**src/rtl/cpu_ctrl_pkg.sv**
```systemverilog
// Shared definitions for the hardwired CPU control unit: opcodes, state encoding,
// the control-strobe bundle and small opcode classification helpers.
package cpu_ctrl_pkg;

  localparam int OPC_W              = 5;
  localparam int MEM_WAIT_MAX_DFLT  = 15;

  localparam logic [OPC_W-1:0] OP_LD   = 5'b00000;
  localparam logic [OPC_W-1:0] OP_LDI  = 5'b00001;
  localparam logic [OPC_W-1:0] OP_ST   = 5'b00010;
  localparam logic [OPC_W-1:0] OP_ADD  = 5'b00011;
  localparam logic [OPC_W-1:0] OP_SUB  = 5'b00100;
  localparam logic [OPC_W-1:0] OP_AND  = 5'b00101;
  localparam logic [OPC_W-1:0] OP_OR   = 5'b00110;
  localparam logic [OPC_W-1:0] OP_ADDI = 5'b01100;
  localparam logic [OPC_W-1:0] OP_MUL  = 5'b01111;
  localparam logic [OPC_W-1:0] OP_BR   = 5'b10010;
  localparam logic [OPC_W-1:0] OP_NOP  = 5'b11010;
  localparam logic [OPC_W-1:0] OP_HALT = 5'b11011;

  typedef enum logic [3:0] {
    S_RST  = 4'd0,
    T0     = 4'd1,
    T1     = 4'd2,
    T2     = 4'd3,
    T3     = 4'd4,
    T4     = 4'd5,
    T5     = 4'd6,
    T6     = 4'd7,
    T7     = 4'd8,
    S_WAIT = 4'd9,
    S_HALT = 4'd10
  } state_t;

  typedef struct packed {
    logic PCout;  logic Zlowout; logic Zhighout; logic MDRout; logic Cout;
    logic MARin;  logic PCin;    logic MDRin;    logic IRin;   logic Yin;
    logic Zin;    logic HIin;    logic LOin;     logic CONin;
    logic IncPC;  logic Read;    logic Write;
    logic Gra;    logic Grb;     logic Grc;      logic Rin;    logic Rout;
    logic BAout;  logic illegal;
  } ctrl_t;

  function automatic logic opc_defined(input logic [OPC_W-1:0] opc);
    logic d;
    case (opc)
      OP_LD, OP_LDI, OP_ST, OP_ADD, OP_SUB, OP_AND, OP_OR,
      OP_ADDI, OP_MUL, OP_BR, OP_NOP, OP_HALT: d = 1'b1;
      default:                                 d = 1'b0;
    endcase
    return d;
  endfunction

  // Final execute step of each opcode; NOP, HALT and undefined opcodes end at T2.
  function automatic state_t last_step(input logic [OPC_W-1:0] opc);
    state_t s;
    case (opc)
      OP_ADD, OP_SUB, OP_AND, OP_OR, OP_ADDI, OP_LDI: s = T5;
      OP_MUL, OP_BR:                                  s = T6;
      OP_LD, OP_ST:                                   s = T7;
      default:                                        s = T2;
    endcase
    return s;
  endfunction

endpackage

```
**src/rtl/ctrl_decode.sv**
```systemverilog
// Moore strobe decode: maps (state, opcode, con_ff) to the full control bundle.
module ctrl_decode
  import cpu_ctrl_pkg::*;
(
  input  state_t           state,
  input  logic [OPC_W-1:0] opc,
  input  logic             con_ff,
  output ctrl_t            ctrl
);

  always_comb begin
    ctrl = '0;
    case (state)
      T0: begin ctrl.PCout = 1'b1; ctrl.MARin = 1'b1; ctrl.IncPC = 1'b1; ctrl.Zin = 1'b1; end
      T1: begin ctrl.Zlowout = 1'b1; ctrl.PCin = 1'b1; ctrl.Read = 1'b1; ctrl.MDRin = 1'b1; end
      T2: begin
        ctrl.MDRout  = 1'b1;
        ctrl.IRin    = 1'b1;
        ctrl.illegal = !opc_defined(opc);
      end
      T3: case (opc)
        OP_ADD, OP_SUB, OP_AND, OP_OR, OP_ADDI:
                    begin ctrl.Grb = 1'b1; ctrl.Rout = 1'b1;  ctrl.Yin = 1'b1;   end
        OP_LDI, OP_LD, OP_ST:
                    begin ctrl.Grb = 1'b1; ctrl.BAout = 1'b1; ctrl.Yin = 1'b1;   end
        OP_MUL:     begin ctrl.Gra = 1'b1; ctrl.Rout = 1'b1;  ctrl.Yin = 1'b1;   end
        OP_BR:      begin ctrl.Gra = 1'b1; ctrl.Rout = 1'b1;  ctrl.CONin = 1'b1; end
        default: ;
      endcase
      T4: case (opc)
        OP_ADD, OP_SUB, OP_AND, OP_OR:
                    begin ctrl.Grc = 1'b1; ctrl.Rout = 1'b1; ctrl.Zin = 1'b1; end
        OP_ADDI, OP_LDI, OP_LD, OP_ST:
                    begin ctrl.Cout = 1'b1; ctrl.Zin = 1'b1; end
        OP_MUL:     begin ctrl.Grb = 1'b1; ctrl.Rout = 1'b1; ctrl.Zin = 1'b1; end
        OP_BR:      begin ctrl.PCout = 1'b1; ctrl.Yin = 1'b1; end
        default: ;
      endcase
      T5: case (opc)
        OP_ADD, OP_SUB, OP_AND, OP_OR, OP_ADDI, OP_LDI:
                    begin ctrl.Zlowout = 1'b1; ctrl.Gra = 1'b1; ctrl.Rin = 1'b1; end
        OP_LD, OP_ST:
                    begin ctrl.Zlowout = 1'b1; ctrl.MARin = 1'b1; end
        OP_MUL:     begin ctrl.Zlowout = 1'b1; ctrl.LOin = 1'b1; end
        OP_BR:      begin ctrl.Cout = 1'b1; ctrl.Zin = 1'b1; end
        default: ;
      endcase
      T6: case (opc)
        OP_LD:      begin ctrl.Read = 1'b1; ctrl.MDRin = 1'b1; end
        // Read low here steers the bus, not memory, into MDR.
        OP_ST:      begin ctrl.Gra = 1'b1; ctrl.Rout = 1'b1; ctrl.MDRin = 1'b1; end
        OP_MUL:     begin ctrl.Zhighout = 1'b1; ctrl.HIin = 1'b1; end
        OP_BR:      begin ctrl.Zlowout = 1'b1; ctrl.PCin = con_ff; end
        default: ;
      endcase
      T7: case (opc)
        OP_LD:      begin ctrl.MDRout = 1'b1; ctrl.Gra = 1'b1; ctrl.Rin = 1'b1; end
        OP_ST:      ctrl.Write = 1'b1;
        default: ;
      endcase
      default: ;
    endcase
  end

endmodule

```
**src/rtl/control_sequencer.sv**
```systemverilog
// Hardwired control sequencer: state register, memory wait/timeout counter,
// stop pause and halt handling around the combinational strobe decoder.
module control_sequencer
  import cpu_ctrl_pkg::*;
#(
  parameter int MEM_WAIT_MAX = MEM_WAIT_MAX_DFLT
) (
  input  logic        clk,
  input  logic        rst,
  input  logic [31:0] ir,
  input  logic        mem_done,
  input  logic        con_ff,
  input  logic        stop,
  output logic        PCout,
  output logic        Zlowout,
  output logic        Zhighout,
  output logic        MDRout,
  output logic        Cout,
  output logic        MARin,
  output logic        PCin,
  output logic        MDRin,
  output logic        IRin,
  output logic        Yin,
  output logic        Zin,
  output logic        HIin,
  output logic        LOin,
  output logic        CONin,
  output logic        IncPC,
  output logic        Read,
  output logic        Write,
  output logic        Gra,
  output logic        Grb,
  output logic        Grc,
  output logic        Rin,
  output logic        Rout,
  output logic        BAout,
  output logic        run,
  output logic        mem_err,
  output logic        illegal,
  output state_t      state_dbg
);

  localparam int CW = $clog2(MEM_WAIT_MAX + 1);

  state_t           state, state_nxt, enter_t0;
  logic [CW-1:0]    wait_cnt;
  logic [OPC_W-1:0] opc;
  logic             mem_step, timeout;
  logic             unused_ir_bits;
  ctrl_t            ctrl;

  assign opc            = ir[31:27];
  assign unused_ir_bits = ^ir[26:0];
  assign mem_step       = (state == T1) || (state == T6 && opc == OP_LD) ||
                          (state == T7 && opc == OP_ST);
  // stop is only looked at on the way into T0, i.e. at instruction boundaries.
  assign enter_t0       = stop ? S_WAIT : T0;

  always_ff @(posedge clk or negedge rst) begin
    if (!rst) state <= S_RST;
    else      state <= state_nxt;
  end

  always_comb begin
    state_nxt = state;
    timeout   = 1'b0;
    case (state)
      S_RST:  state_nxt = enter_t0;
      S_WAIT: if (!stop) state_nxt = T0;
      S_HALT: state_nxt = S_HALT;
      default: begin
        if (mem_step && !mem_done) begin
          // This idle cycle brings the counter to MEM_WAIT_MAX: give up the access.
          if (wait_cnt == CW'(MEM_WAIT_MAX - 1)) begin
            timeout   = 1'b1;
            state_nxt = S_HALT;
          end
        end else if (state == T2 && opc == OP_HALT) begin
          state_nxt = S_HALT;
        end else if (state == last_step(opc)) begin
          state_nxt = enter_t0;
        end else begin
          state_nxt = state_t'(state + 4'd1);
        end
      end
    endcase
  end

  always_ff @(posedge clk or negedge rst) begin
    if (!rst) begin
      wait_cnt <= '0;
      mem_err  <= 1'b0;
    end else begin
      if (mem_step && !mem_done && !timeout) wait_cnt <= wait_cnt + CW'(1);
      else                                   wait_cnt <= '0;
      if (timeout) mem_err <= 1'b1;
    end
  end

  ctrl_decode u_decode (
    .state  (state),
    .opc    (opc),
    .con_ff (con_ff),
    .ctrl   (ctrl)
  );

  always_comb begin
    run = !(state == S_RST || state == S_WAIT || state == S_HALT);
    {PCout, Zlowout, Zhighout, MDRout, Cout, MARin, PCin, MDRin, IRin, Yin,
     Zin, HIin, LOin, CONin, IncPC, Read, Write, Gra, Grb, Grc, Rin, Rout,
     BAout, illegal} = ctrl;
  end

  assign state_dbg = state;

  bus_single_driver: assert property (@(posedge clk) disable iff (!rst)
    $onehot0({PCout, Zlowout, Zhighout, MDRout, Cout, Rout, BAout}));

endmodule

```
**config.mk**
```make
export PLATFORM = sky130hd
export DESIGN_NAME = control_sequencer
export DESIGN_NICKNAME = d
export VERILOG_FILES = /design/src/rtl/cpu_ctrl_pkg.sv /design/src/rtl/ctrl_decode.sv /design/src/rtl/control_sequencer.sv
export SDC_FILE = /design/constraint.sdc
export NUM_CORES = 1
export LEC_CHECK = 0
export BUFFER_PORTS_ARGS = -buffer_cell sky130_fd_sc_hd__clkbuf_2
export CAP_MARGIN = 30
export CELL_PAD_IN_SITES_DETAIL_PLACEMENT = 1
export CELL_PAD_IN_SITES_GLOBAL_PLACEMENT = 1
export CORE_MARGIN = 1.5
export CORE_UTILIZATION = 31
export DETAILED_ROUTE_END_ITERATION = 8
export GPL_TIMING_DRIVEN = 0
export PLACE_DENSITY_LB_ADDON = 0.2
export SYNTH_ARGS = -nofsm -noshare
export SYNTH_HDL_FRONTEND = slang
export SYNTH_SLANG_ARGS = --single-unit
```
**constraint.sdc**
```tcl
create_clock -name clk -period 4.1 [get_ports clk]
set_input_delay 1.23 -clock clk [delete_from_list [all_inputs] [get_ports clk]]
set_output_delay 1.23 -clock clk [all_outputs]
set_load 0.01 [all_outputs]
```
==> run_results.csv, run 1 <==
group,metric,value,unit
timing,worstMarginPinSlew,0.553,ns
placement,placed_cells,269,
clock_tree,cts_tree,"yes",
critical_path,critPathKind,"input port to primary output",
final_layout,nets,271,
routing,via_per_inst,5.30,
power_and_ir_drop,power_density,506,nW/um^2
final_layout,seqCellArea,225,um^2
timing,timing.max_slew.rel_slack,62.9,%
placement,gp_congestion,0.796,
status,status,"finished, final reports clean",
critical_path,start_kind,"input port",
clock_tree,max-clock-path-buffers,2,
timing,finalCriticalPeriod,4.01,ns
clock_tree,clk_pin_slew_worst_paths,0.04,ns
routing,wirelength,3980,um
power_and_ir_drop,p_comb_share,71.8,%
critical_path,crit_path_top_delay_cell,"or4_1",
power_and_ir_drop,power_leakage,0.794,nW
global_routing,grt_start_max_net_pins,11,
timing,finalHoldWorstSlack,0.456,ns
logic_synthesis,ys_ff_latch,9,
global_routing,grt_pass1_vias,1379,
final_layout,area_delta_synth_final,27.8,%
logic_synthesis,yosys.cell_types.count,50,
floorplanning,dieHeight,68.2,um
critical_path,critPathMaxFanout,8,
power_and_ir_drop,peakVddDrop,0.297,mV
timing,finalMaxSlewViolations,0,
clock_tree,clockRootBuffer,"clkbuf_8",
global_routing,overflow,0,
final_layout,drive_gt1_share,30.6,%
final_layout,num_antenna_cells,0,
floorplanning,core,4060,um^2
power_and_ir_drop,p_sw_share,51.4,%
global_routing,grt_usage,17.8,%
logic_synthesis,postSynthAreaPerCell,7.29,um^2
global_routing,antenna_found_initial,0,
final_layout,fin_area,1690,um^2
floorplanning,fp.dieArea,4650,um^2
clock_tree,h-tree-depth,1,
run,drv_cap,0,
placement,place_hpwl,3170,um
timing,fmax,249,MHz
routing,drc,0,
final_layout,layout.cells.non_filler,272,
power_and_ir_drop,seqPwrFrac,16.3,%
routing,dr.pass1.iters,4,
floorplanning,initial_core_util,32.5,%
placement,port_buffers,38,
logic_synthesis,syn_inst,181,
timing,finClkSkew,0.00126,ns
final_layout,n_fill_cell,534,
power_and_ir_drop,finalPower,0.000853,W
power_and_ir_drop,p_switching,0.000438,W
floorplanning,die-width,68.2,um
timing,finalSetupViolations,0,
routing,detail-route-antenna-nets,0,
power_and_ir_drop,clkPwrFrac,11.9,%
logic_synthesis,syn_nets,229,
clock_tree,insertion_delay,0.23,ns
placement,place_area,1570,um^2
global_routing,grt_pass1_wl,6470,um
timing,post-route-period-util,97.9,%
clock_tree,post_cts_buffers,0,
logic_synthesis,synth-seq-area-share,17.1,%
logic_synthesis,synth_edf_count,0,
critical_path,cpPeakStageDelay,0.45,ns
final_layout,multiInputGateArea,1050,um^2
logic_synthesis,syn_area,1320,um^2
routing,vias,1441,
power_and_ir_drop,internal-power,0.000415,W
critical_path,required,2.87,ns
critical_path,crit_chain,"buf_4, inv_2, ha_4, nor2b_2, and3_4, o21ai_2, a21oi_2, or4_1, buf_2",
logic_synthesis,synthFlopType,"dfrtp_1",
logic_synthesis,ys_warn_count,0,
clock_tree,clock_sinks,9,
timing,hold_viol,0,
floorplanning,pin_count,67,
logic_synthesis,synth-async-reset-ratio,100,%
critical_path,cp.arrival,2.78,ns
floorplanning,placementRows,23,
critical_path,endpoint_kind,"primary output",
min_path,hp-class,"flop to flop",
clock_tree,cts_made_buffers,3,
routing,wl_per_cell,14.6,um
routing,drt_first_iter_violations,49,
synthesized netlist by cell type (all sizes together) (2+ instances only):
master  instances  area share [%]
nor3b           2             1.1
mux2i           3             2.3
nand3           9             3.4
a21boi          2             1.1
buf             2             1.4
clkbuf         11             3.1
a21oi          12             5.4
nor2b           4             1.9
ha             11              10
a21o            2             1.1
a32oi           3             2.0
o21ai          17             7.0
nand2          13             3.7
and3            4             1.9
nand3b          3             1.7
nor3            5             1.9
dfrtp           9              17
or4b            2             2.1
xnor2           4             2.7
inv            13             3.7
or2             3             1.4
a31oi           3             2.6
nand2b          4             1.9
nor2           21             6.0
mux2            2             1.7
power groups by stage:
stage	registers, W	logic, W	clock network [W]
floorplan	0.000145	0.000412	0
global placement	0.000141	0.000592	0
detailed placement	0.000141	0.000606	0
CTS	0.000140	0.000612	0.000105
global route	0.000144	0.000688	0.000109
finish	0.000139	0.000612	0.000102
layer usage:
metal / share of wire, % / global-route usage, %
met5: 0 / 0
met4: 0 / 0.500
met3: 2.9 / 2.63
met2: 49 / 31.9
met1: 48 / 23.8
cells by family after synthesis:
logic type | synth area share, %
AOI/OAI and AO/OA | 25.4
xor gates and xnor gates | 3.32
DFF | 17.1
muxes | 3.98
adders and majority gates | 10.4
buffers and inverters | 8.25
and+or+nand+nor | 31.5
worst paths after layout:
path	from	endpoint	slack, ns	depth (start not counted)
worst max-delay path	ir[27]	Rout	0.09	9
worst min-delay path	mem_err	mem_err	0.46	1
worst max register to register	state_dbg[1]	state_dbg[3]	1.53	9
worst min register to register	mem_err	mem_err	0.46	1
max in group asynchronous	rst	wait_cnt[3]	3.07	1
min in group asynchronous	rst	state_dbg[2]	0.85	1
state kept, by name, indices dropped and copies added (netlist names):
signal / cells
state_dbg: 4
wait_cnt: 4
mem_err: 1
layout by cell type, fill, tap and decap left out, drive strengths merged, types with 2 or more instances in the layout:
| cell type | synthesis | layout |
|---|---|---|
| a21boi | 2 | 2 |
| a21o | 2 | 2 |
| a21oi | 12 | 12 |
| a31oi | 3 | 3 |
| a32oi | 3 | 3 |
| and3 | 4 | 4 |
| buf | 2 | 4 |
| clkbuf | 11 | 49 |
| dfrtp | 9 | 9 |
| ha | 11 | 11 |
| inv | 13 | 13 |
| mux2 | 2 | 2 |
| mux2i | 3 | 3 |
| nand2 | 13 | 13 |
| nand2b | 4 | 4 |
| nand3 | 9 | 9 |
| nand3b | 3 | 3 |
| nor2 | 21 | 21 |
| nor2b | 4 | 4 |
| nor3 | 5 | 5 |
| nor3b | 2 | 2 |
| o21ai | 17 | 17 |
| or2 | 3 | 3 |
| or4b | 2 | 2 |
| xnor2 | 4 | 4 |
area by class of cell:
class | count | area share (%)
tap | 50 | 3.71
sequential | 9 | 13.4
clock inverter | 1 | 0.297
buffer | 12 | 3.49
clock buffer | 3 | 2.45
timing repair buffer | 38 | 11.6
multi-input combinational | 146 | 62.2
inverter | 13 | 2.90
per-stage QoR:
| stage | util [%] | worst slack, ns | setup TNS [ns] |
|---|---|---|---|
| floorplan | - | 0.174 | 0 |
| global placement | 38.7 | -0.283 | -0.659 |
| detailed placement | 38.7 | -0.301 | -0.788 |
| CTS | 40.4 | 0.00998 | 0 |
| global route | 41.5 | -0.00277 | -0.00277 |
| finish | 41.5 | 0.0862 | 0 |
worst max-delay path: cells and delay by family:
family / cells / cell delay (ns)
compound gates: 2 / 0.19
fa+ha+maj: 1 / 0.19
buf+inv: 3 / 0.35
simple gates: 3 / 0.82
timing repair:
| item | CTS | global route |
|---|---|---|
| hold buffers | 0 | 0 |
| pin swaps | 0 | 3 |
| endpoints found under the setup margin | 7 | 3 |
| resized for setup | 7 | 18 |
Power figures use the tool's default switching activity.
==> inputs of run 2 (changes only) <==
Settings changed: PLACE_DENSITY_LB_ADDON 0.2 to 0.1.
==> run_results.csv, run 2 (synthesis results as in run 1) <==
group,metric,value,unit
status,status,"finished, final reports clean",
timing,timing.max_slew.rel_slack,64.0,%
timing,fmax,251,MHz
timing,finalCriticalPeriod,3.98,ns
global_routing,overflow,0,
critical_path,crit_chain,"clkbuf_4, inv_1, ha_4, nor3_4, o21ai_1, and4_1, or4_1, buf_2",
global_routing,grt_start_max_net_pins,11,
global_routing,grt_pass1_vias,1404,
clock_tree,insertion_delay,0.23,ns
timing,rsz0062_at_grt,"no",
final_layout,seqCellArea,225,um^2
final_layout,fin_area,1680,um^2
clock_tree,clk_pin_slew_worst_paths,0.04,ns
placement,place_ws,-0.293,ns
floorplanning,die-width,68.2,um
timing,finalMaxSlewViolations,0,
clock_tree,max-clock-path-buffers,2,
critical_path,critPathMaxFanout,7,
placement,place_hpwl,3390,um
clock_tree,cts_tree,"yes",
routing,wl_per_cell,15.5,um
clock_tree,cts_made_buffers,3,
final_layout,drive_gt1_share,29.6,%
final_layout,n_fill_cell,551,
power_and_ir_drop,peakVddDrop,0.188,mV
run,drv_cap,0,
clock_tree,h-tree-depth,1,
min_path,hp-class,"flop to flop",
critical_path,crit_buf_inv,3,
timing,worstMarginPinSlew,0.535,ns
final_layout,nets,272,
floorplanning,dieHeight,68.2,um
critical_path,crit_path_top_delay_cell,"or4_1",
routing,drt_first_iter_violations,42,
final_layout,num_antenna_cells,0,
global_routing,grt_pass1_wl,7000,um
floorplanning,initial_core_util,32.5,%
routing,dr.pass1.iters,4,
timing,finClkSkew,0.00135,ns
placement,gp_congestion,0.822,
final_layout,final_cell_mix,"clkbuf_2 (37), nor2_1 (21), nand2_1 (13)",
power_and_ir_drop,power_density,521,nW/um^2
critical_path,cpLargestDelayFamily,"simple AND/OR/NAND/NOR gates",
power_and_ir_drop,power_leakage,0.797,nW
critical_path,critPathKind,"input port to primary output",
global_routing,grt_usage,19.5,%
routing,vias,1456,
final_layout,final_common_cell,"clkbuf_2",
critical_path,cpPeakStageDelay,0.51,ns
floorplanning,fp.dieArea,4650,um^2
timing,finalSetupViolations,0,
routing,via_per_inst,5.33,
critical_path,cp.arrival,2.75,ns
timing,post-route-period-util,97.1,%
final_layout,area_delta_synth_final,27.2,%
floorplanning,pin_count,67,
critical_path,endpoint_kind,"primary output",
placement,port_buffers,38,
critical_path,required,2.87,ns
routing,detail-route-antenna-nets,0,
timing,hold_viol,0,
clock_tree,clock_sinks,9,
floorplanning,core,4060,um^2
routing,wirelength,4240,um
final_layout,multiInputGateArea,1030,um^2
floorplanning,placementRows,23,
timing,worst_slack,0.119,ns
critical_path,start_kind,"input port",
routing,drc,0,
clock_tree,clockRootBuffer,"clkbuf_8",
placement,place_area,1570,um^2
global_routing,antenna_found_initial,0,
-- run 2: changes by cell type in the layout (fill, tap and decap cells not counted), sizes merged --
cell,before,now
clkbuf,49,51
clkinv,1,0
-- run 2: report_power, final --
| group | total, W | switching (W) | internal (W) | leakage [nW] |
|---|---|---|---|---|
| logic | 0.000629 | 0.000394 | 0.000235 | 0.656 |
| clock network | 0.000102 | 0.0000346 | 0.0000677 | 0.0228 |
| registers | 0.000142 | 0.0000288 | 0.000114 | 0.118 |
| total | 0.000874 | 0.000458 | 0.000416 | 0.797 |
-- run 2: timing repair --
item | CTS | global route
hold buffers | 0 | 0
resized for setup | 9 | 12
setup buffers | 0 | 1
pin swaps | 0 | 3
endpoints found under the setup margin | 8 | 4
-- run 2: cell type report --
type                    count  area share, %
flip-flops and latches      9           13.4
multi-input cells         146           61.7
clock buffers               4           2.68
inverters                  13           2.91
repair buffers             39           12.1
well taps                  50           3.73
plain buffers              12           3.50
-- run 2: worst paths after layout --
| check | from | endpoint | slack [ns] | cells past startpoint |
|---|---|---|---|---|
| max in group asynchronous | rst | wait_cnt[1] | 3.06 | 1 |
| min in group asynchronous | rst | state_dbg[2] | 0.85 | 1 |
| min reg2reg | mem_err | mem_err | 0.46 | 1 |
| max | ir[28] | Rout | 0.12 | 8 |
| min | mem_err | mem_err | 0.46 | 1 |
| max reg2reg | state_dbg[1] | state_dbg[3] | 1.50 | 9 |
-- run 2: layer usage --
layer,GRT usage [%],wire length [um]
met2,33.3,1970
met4,2.00,10
met1,27.2,2120
met5,0,0
met3,2.30,153
-- run 2: through the flow --
stage	hold slack (ns)	utilization, %	std cells	TNS (ns)	total power [W]
2_1_floorplan	0.454	-	181	0	0.000557
3_3_place_gp	0.440	38.7	269	-0.511	0.000739
3_5_place_dp	0.447	38.7	269	-0.836	0.000764
4_1_cts	0.458	40.5	272	0	0.000877
5_1_grt	0.488	41.4	273	0	0.000965
6_report	0.458	41.4	273	0	0.000874
